==> config.mk <==
export PLATFORM = sky130hd
export DESIGN_NAME = memory_sp_ctrl
export DESIGN_NICKNAME = d
export VERILOG_FILES = /design/src/rtl/memory_sp_ctrl.sv
export SDC_FILE = /design/constraint.sdc
export NUM_CORES = 1
export LEC_CHECK = 0
export BUFFER_PORTS_ARGS = -buffer_cell sky130_fd_sc_hd__buf_2
export CAP_MARGIN = 20
export CORE_AREA = 2 2 257 259
export DETAILED_ROUTE_END_ITERATION = 8
export DIE_AREA = 0 0 259 261
export SLEW_MARGIN = 40
export SYNTH_ARGS = -nofsm -noshare
export SYNTH_HDL_FRONTEND = slang
export SYNTH_SLANG_ARGS = --single-unit
==> constraint.sdc <==
create_clock -name clk -period 5.3 [get_ports clk]
set_input_delay 1.06 -clock clk [delete_from_list [all_inputs] [get_ports clk]]
set_output_delay 1.06 -clock clk [all_outputs]
set_load 0.05 [all_outputs]
==> src/rtl/memory_sp_ctrl.sv <==
// Single-port memory controller: request pass-through to the memory plus an in-order read-response
// buffer. Define MEMORY_SP_CTRL_RDBUF2_EN for a 2-entry response FIFO (default: 1 entry).
module memory_sp_ctrl #(
  parameter int unsigned DW    = 104,
  parameter int unsigned DEPTH = 32,
  parameter int unsigned AW    = $clog2(DEPTH)
) (
  input  logic          clk,
  input  logic          nreset,
  // request channel
  input  logic          req_valid,
  output logic          req_ready,
  input  logic          req_write,
  input  logic [AW-1:0] req_addr,
  input  logic [DW-1:0] req_wem,
  input  logic [DW-1:0] req_din,
  // read-response channel
  output logic          rsp_valid,
  input  logic          rsp_ready,
  output logic [DW-1:0] rsp_data,
  output logic [AW-1:0] rsp_addr,
  // memory port
  output logic          mem_en,
  output logic          mem_we,
  output logic [DW-1:0] mem_wem,
  output logic [AW-1:0] mem_addr,
  output logic [DW-1:0] mem_din,
  input  logic [DW-1:0] mem_dout,
  // status
  output logic          busy,
  output logic [15:0]   rd_count
);

`ifdef MEMORY_SP_CTRL_RDBUF2_EN
  localparam int unsigned C = 2;
`else
  localparam int unsigned C = 1;
`endif

  logic          inflight_q, inflight_d;
  logic [AW-1:0] inflight_addr_q, inflight_addr_d;
  logic [1:0]    cnt_q, cnt_d;
  logic [15:0]   rd_count_q, rd_count_d;
  logic [1:0]    occ;
  logic          accept, rd_accept, push, pop;

  // Credit check uses registered occupancy only, so req_ready never depends on rsp_ready.
  assign occ       = {1'b0, inflight_q} + cnt_q;
  assign req_ready = (occ < 2'(C));
  assign accept    = req_valid & req_ready;
  assign rd_accept = accept & ~req_write;
  assign push      = inflight_q;
  assign pop       = rsp_valid & rsp_ready;

  assign mem_en    = accept;
  assign mem_we    = req_write;
  assign mem_addr  = req_addr;
  assign mem_wem   = req_wem;
  assign mem_din   = req_din;

  assign rsp_valid = (cnt_q != 2'd0);
  assign busy      = (occ != 2'd0);
  assign rd_count  = rd_count_q;

  always_comb begin
    inflight_d      = rd_accept;
    inflight_addr_d = rd_accept ? req_addr : inflight_addr_q;
    cnt_d           = cnt_q + {1'b0, push} - {1'b0, pop};
    rd_count_d      = rd_count_q + {15'd0, pop};
  end

  always_ff @(posedge clk or negedge nreset) begin
    if (!nreset) begin
      inflight_q      <= 1'b0;
      inflight_addr_q <= '0;
      cnt_q           <= 2'd0;
      rd_count_q      <= 16'd0;
    end else begin
      inflight_q      <= inflight_d;
      inflight_addr_q <= inflight_addr_d;
      cnt_q           <= cnt_d;
      rd_count_q      <= rd_count_d;
    end
  end

`ifdef MEMORY_SP_CTRL_RDBUF2_EN
  logic [DW-1:0] data_q [2];
  logic [AW-1:0] addr_q [2];
  logic          wptr_q, rptr_q;

  always_ff @(posedge clk or negedge nreset) begin
    if (!nreset) begin
      wptr_q <= 1'b0;
      rptr_q <= 1'b0;
    end else begin
      if (push) wptr_q <= ~wptr_q;
      if (pop)  rptr_q <= ~rptr_q;
    end
  end

  always_ff @(posedge clk) begin
    if (push) begin
      data_q[wptr_q] <= mem_dout;
      addr_q[wptr_q] <= inflight_addr_q;
    end
  end

  assign rsp_data = data_q[rptr_q];
  assign rsp_addr = addr_q[rptr_q];
`else
  logic [DW-1:0] data_q;
  logic [AW-1:0] addr_q;

  // With one entry a push only happens while the buffer is empty, so no pop can coincide.
  always_ff @(posedge clk) begin
    if (push) begin
      data_q <= mem_dout;
      addr_q <= inflight_addr_q;
    end
  end

  assign rsp_data = data_q;
  assign rsp_addr = addr_q;
`endif

`ifndef SYNTHESIS
  push_when_full_a: assert property (@(posedge clk) disable iff (!nreset)
    !(push && (cnt_q == 2'(C))));
`endif

endmodule
==> flow_results.org <==
** Timing
- Headroom to the max-slew limit came out at 57.26%.
- On the final layout, the worst hold slack is 0.4579 ns.
- The count of pins over their slew limit came to 0.
- Setup repair after global routing left no endpoint under its margin.
- Maximum clock rate :: 0.3004 GHz
- At the pin with the least slew margin, the transition time is 0.6412 ns.
- Number of endpoints failing setup at the final stage :: 0
- Final Hold Vio Count :: 0
- Fin Setup TNS :: 0 ns
- The worst path needs 3.328 ns of the cycle, external delays included.
- On the final layout, the worst clock skew is 0.01160 ns.
- In the finished design, the share of the clock period the worst path needs comes to 62.80%.

** Yosys
- In this run, synthesis inferred 109 flip-flops with an integrated enable.
- Yosys cell types :: 18
- After synthesis, the share of flip-flops with an asynchronous set or reset is 18.05%.
- After synthesis, the cell types taking the most area are edfxtp_1 (55%), buf_4 (27%), dfrtp_1 (10%), xor2_1 (1.8%), ha_1 (1.1%).
- Share of the yosys chip area belonging to registers :: 65.32%
- The most common cell in the synthesized netlist is buf_4.
- The commonest cells after synthesis are buf_4 (214), edfxtp_1 (109), dfrtp_1 (24).
- Proportion of netlist area held by the largest area contributor :: 55.19%
- Number of nets produced by synthesis :: 734
- Dominant synthesized flop cell :: edfxtp_1
- Cell count after synthesis :: 407
- The biggest area contributor in the post-synthesis netlist is edfxtp_1.
- The Yosys step of the flow raised 0 warnings.
- Average cell area after synthesis :: 14.57 sq um
- Synthesis inferred 133 register bits.
- Cell Area, Synth :: 5931 sq um

** Hold path
- Hold crit path type :: flip-flop to flip-flop

** Floorplan
- The initial utilization of the core area, before any placement, comes to 9.119%.
- The die is 259 um wide.
- In this run the count of I/O pins placed on the die edge is 665.
- Row generation in the floorplan step produced 94 rows.
- Core region area :: 65040 sq um
- The die covers 67600 sq um.
- Die height :: 261 um

** Final layout
- Area of all placed cells without fillers :: 7237 sq um
- Fill count :: 7354
- Cells fill 11.13% of the core in the end.
- Ratio of cells with drive above 1 in the final layout :: 60.55%
- Final antenna diode count :: 0
- Synthesis-to-layout area growth :: 22.03%
- # nets final :: 788

** Drt
- The first detailed-routing pass took 4 iterations.
- Dividing the detail-routed wire length by the instance count gives 13.76 um.
- Residual antenna-violating net count after detailed routing :: 0
- Overall via count from detail_route :: 3182
- Residual DRC count :: 0
- Dividing the detail-routed via count by the number of cells gives 2.378.
- Summed over all layers, the routed wires come to 18420 um.
- Initial DRC Count :: 257

** CTS
- Number of gates resized after cts :: 0
- The clock tree synthesis step divided the H-tree into 4 levels.
- Clock-pin slew was measured on the worst setup and hold paths at 0.07 ns.
- Deepest clock path buffer count :: 2
- In this run the clock root is driven by a clkbuf_16.
- TritonCTS created 17 clock buffers.
- CTS tree :: built
- Postcts setup bufs :: 0
- Clock latency on the worst-skew pair, taken at its later pin, is 0.42 ns.
- For this design, the CTS-stage hold fixing added 0 buffers.
- The tree built by TritonCTS fans out to 133 sinks.

** Placed design
- Area after DPL :: 6658 sq um
- Routability-driven placement finished with a final weighted congestion of 0.7547.
- Once detailed placement completed, the half-perimeter wirelength came to 15120 um.
- The count of buffers added on input and output ports is 248.

** Global routing
- After global routing the overflow that remains totals 0.
- Pin count of the biggest net entering global routing :: 76
- The first global-routing pass estimated 22780 um of wire.
- For this run, the total global-route usage over all layers was measured as 4.984%.
- The number of global-route vias before repair is 3089.
- The initial antenna violation count was 0.

** Pwr
- Total power density per cell area :: 461.9 nW/um^2
- Overall power of the completed layout :: 3.343 mW
- IR analysis of the VDD net gives a maximum drop of 0.0001697 V.
- For this design the static power due to leakage is 2.792 nW.

** Job
- Total of max-cap violations :: 0

** Worst setup path
- The critical path goes through ha_1 > xor2_1 > nor2_1 > and2_1 > buf_2.
- For the worst setup path, the data arrival time is 2.27 ns.
- Critical path startpoint category :: flip-flop
- For the worst setup path, the data required time is 4.24 ns.
- The critical path is of the flip-flop to primary output type.
- Along the worst path, the maximum fanout reaches 36.
- The worst register-to-register path has a setup slack of 3.17 ns.
- Biggest cell delay along the critical path :: 0.72 ns
- Critical path capture point type :: primary output
- For this design, the slowest cell found on the critical path is dfrtp_4.

** Run status
- Run status :: finished clean
state kept, by name (all words and copies together), names as in the netlist:
name and cells:
rsp_data 104, rd_count 16, inflight_addr_q 5, rsp_addr 5, cnt_q 2, inflight_q 1
final timing paths:
kind | from | endpoint | cells after the start
max | inflight_q | mem_en | 5
min | inflight_addr_q[0] | rsp_addr[0] | 0
max reg2reg | inflight_q | inflight_addr_q[2] | 4
min reg2reg | inflight_addr_q[0] | rsp_addr[0] | 0
max in group asynchronous | nreset | inflight_q | 1
min in group asynchronous | nreset | cnt_q[0] | 1
cell families (layout without fill, tap and decap cells):
kind of cell | after synthesis | count (layout) | synth area share [%]
xor gates and xnor gates | 16 | 16 | 2.363
and+or+nand+nor | 29 | 29 | 2.911
adders and majority gates | 5 | 5 | 1.055
muxes | 5 | 5 | 0.9493
DFF | 133 | 133 | 65.32
buffers and inverters | 219 | 286 | 27.41
cell type report:
| cell class | count | area (sq um) | share of cell area (%) |
|---|---|---|---|
| clock buffers | 20 | 446.7 | 6.172 |
| clock inverters | 12 | 128.9 | 1.781 |
| inverters | 5 | 18.77 | 0.2593 |
| multi-input cells | 55 | 431.7 | 5.965 |
| flip-flops and latches | 133 | 3877 | 53.58 |
| well taps | 864 | 1081 | 14.94 |
| repair buffers | 249 | 1252 | 17.31 |
through the flow:
stage / setup slack [ns] / std cells
2_1_floorplan: 0.9604 / 407
6_report: 1.972 / 1338
5_1_grt: 1.832 / 1338
4_1_cts: 1.918 / 1338
3_3_place_gp: 2.473 / 1306
3_5_place_dp: 2.394 / 1306
power by group:
part	leakage [nW]	switching [mW]	internal, mW
Combinational	1.23	0.616	0.172
Clock	0.278	0.447	0.705
Sequential	1.29	0.0889	1.31
layer usage:
metal	global-route usage [%]	up-vias	part of all wire, %
met5	0.1389	-	0
met4	3.934	0	5.9
met3	3.659	108	18
met2	8.682	384	49
met1	3.638	1414	27
li1	-	1276	-
worst max-delay path: cells and delay by family (launching register included):
family,cells,cell delay [ns]
xor gates and xnor gates,1,0.36
and+or+nand+nor,2,0.30
adders and majority gates,1,0.26
DFF,1,0.72
buffers and inverters,1,0.20
placed cells by master, fill, tap and decap left out, drive strengths merged:
cell and n:
buf 249, edfxtp 109, dfrtp 24, clkbuf 20
xor2 12, inv 7, nand3 6, clkinv 6
mux2 5, ha 5, nor4 4, nand2 4
nor3 4, xnor2 4, nor2 4, nand4 3
and2 2, clkinvlp 2, bufinv 2, or2 1
nor4b 1
(Power assumes the default switching activity.)
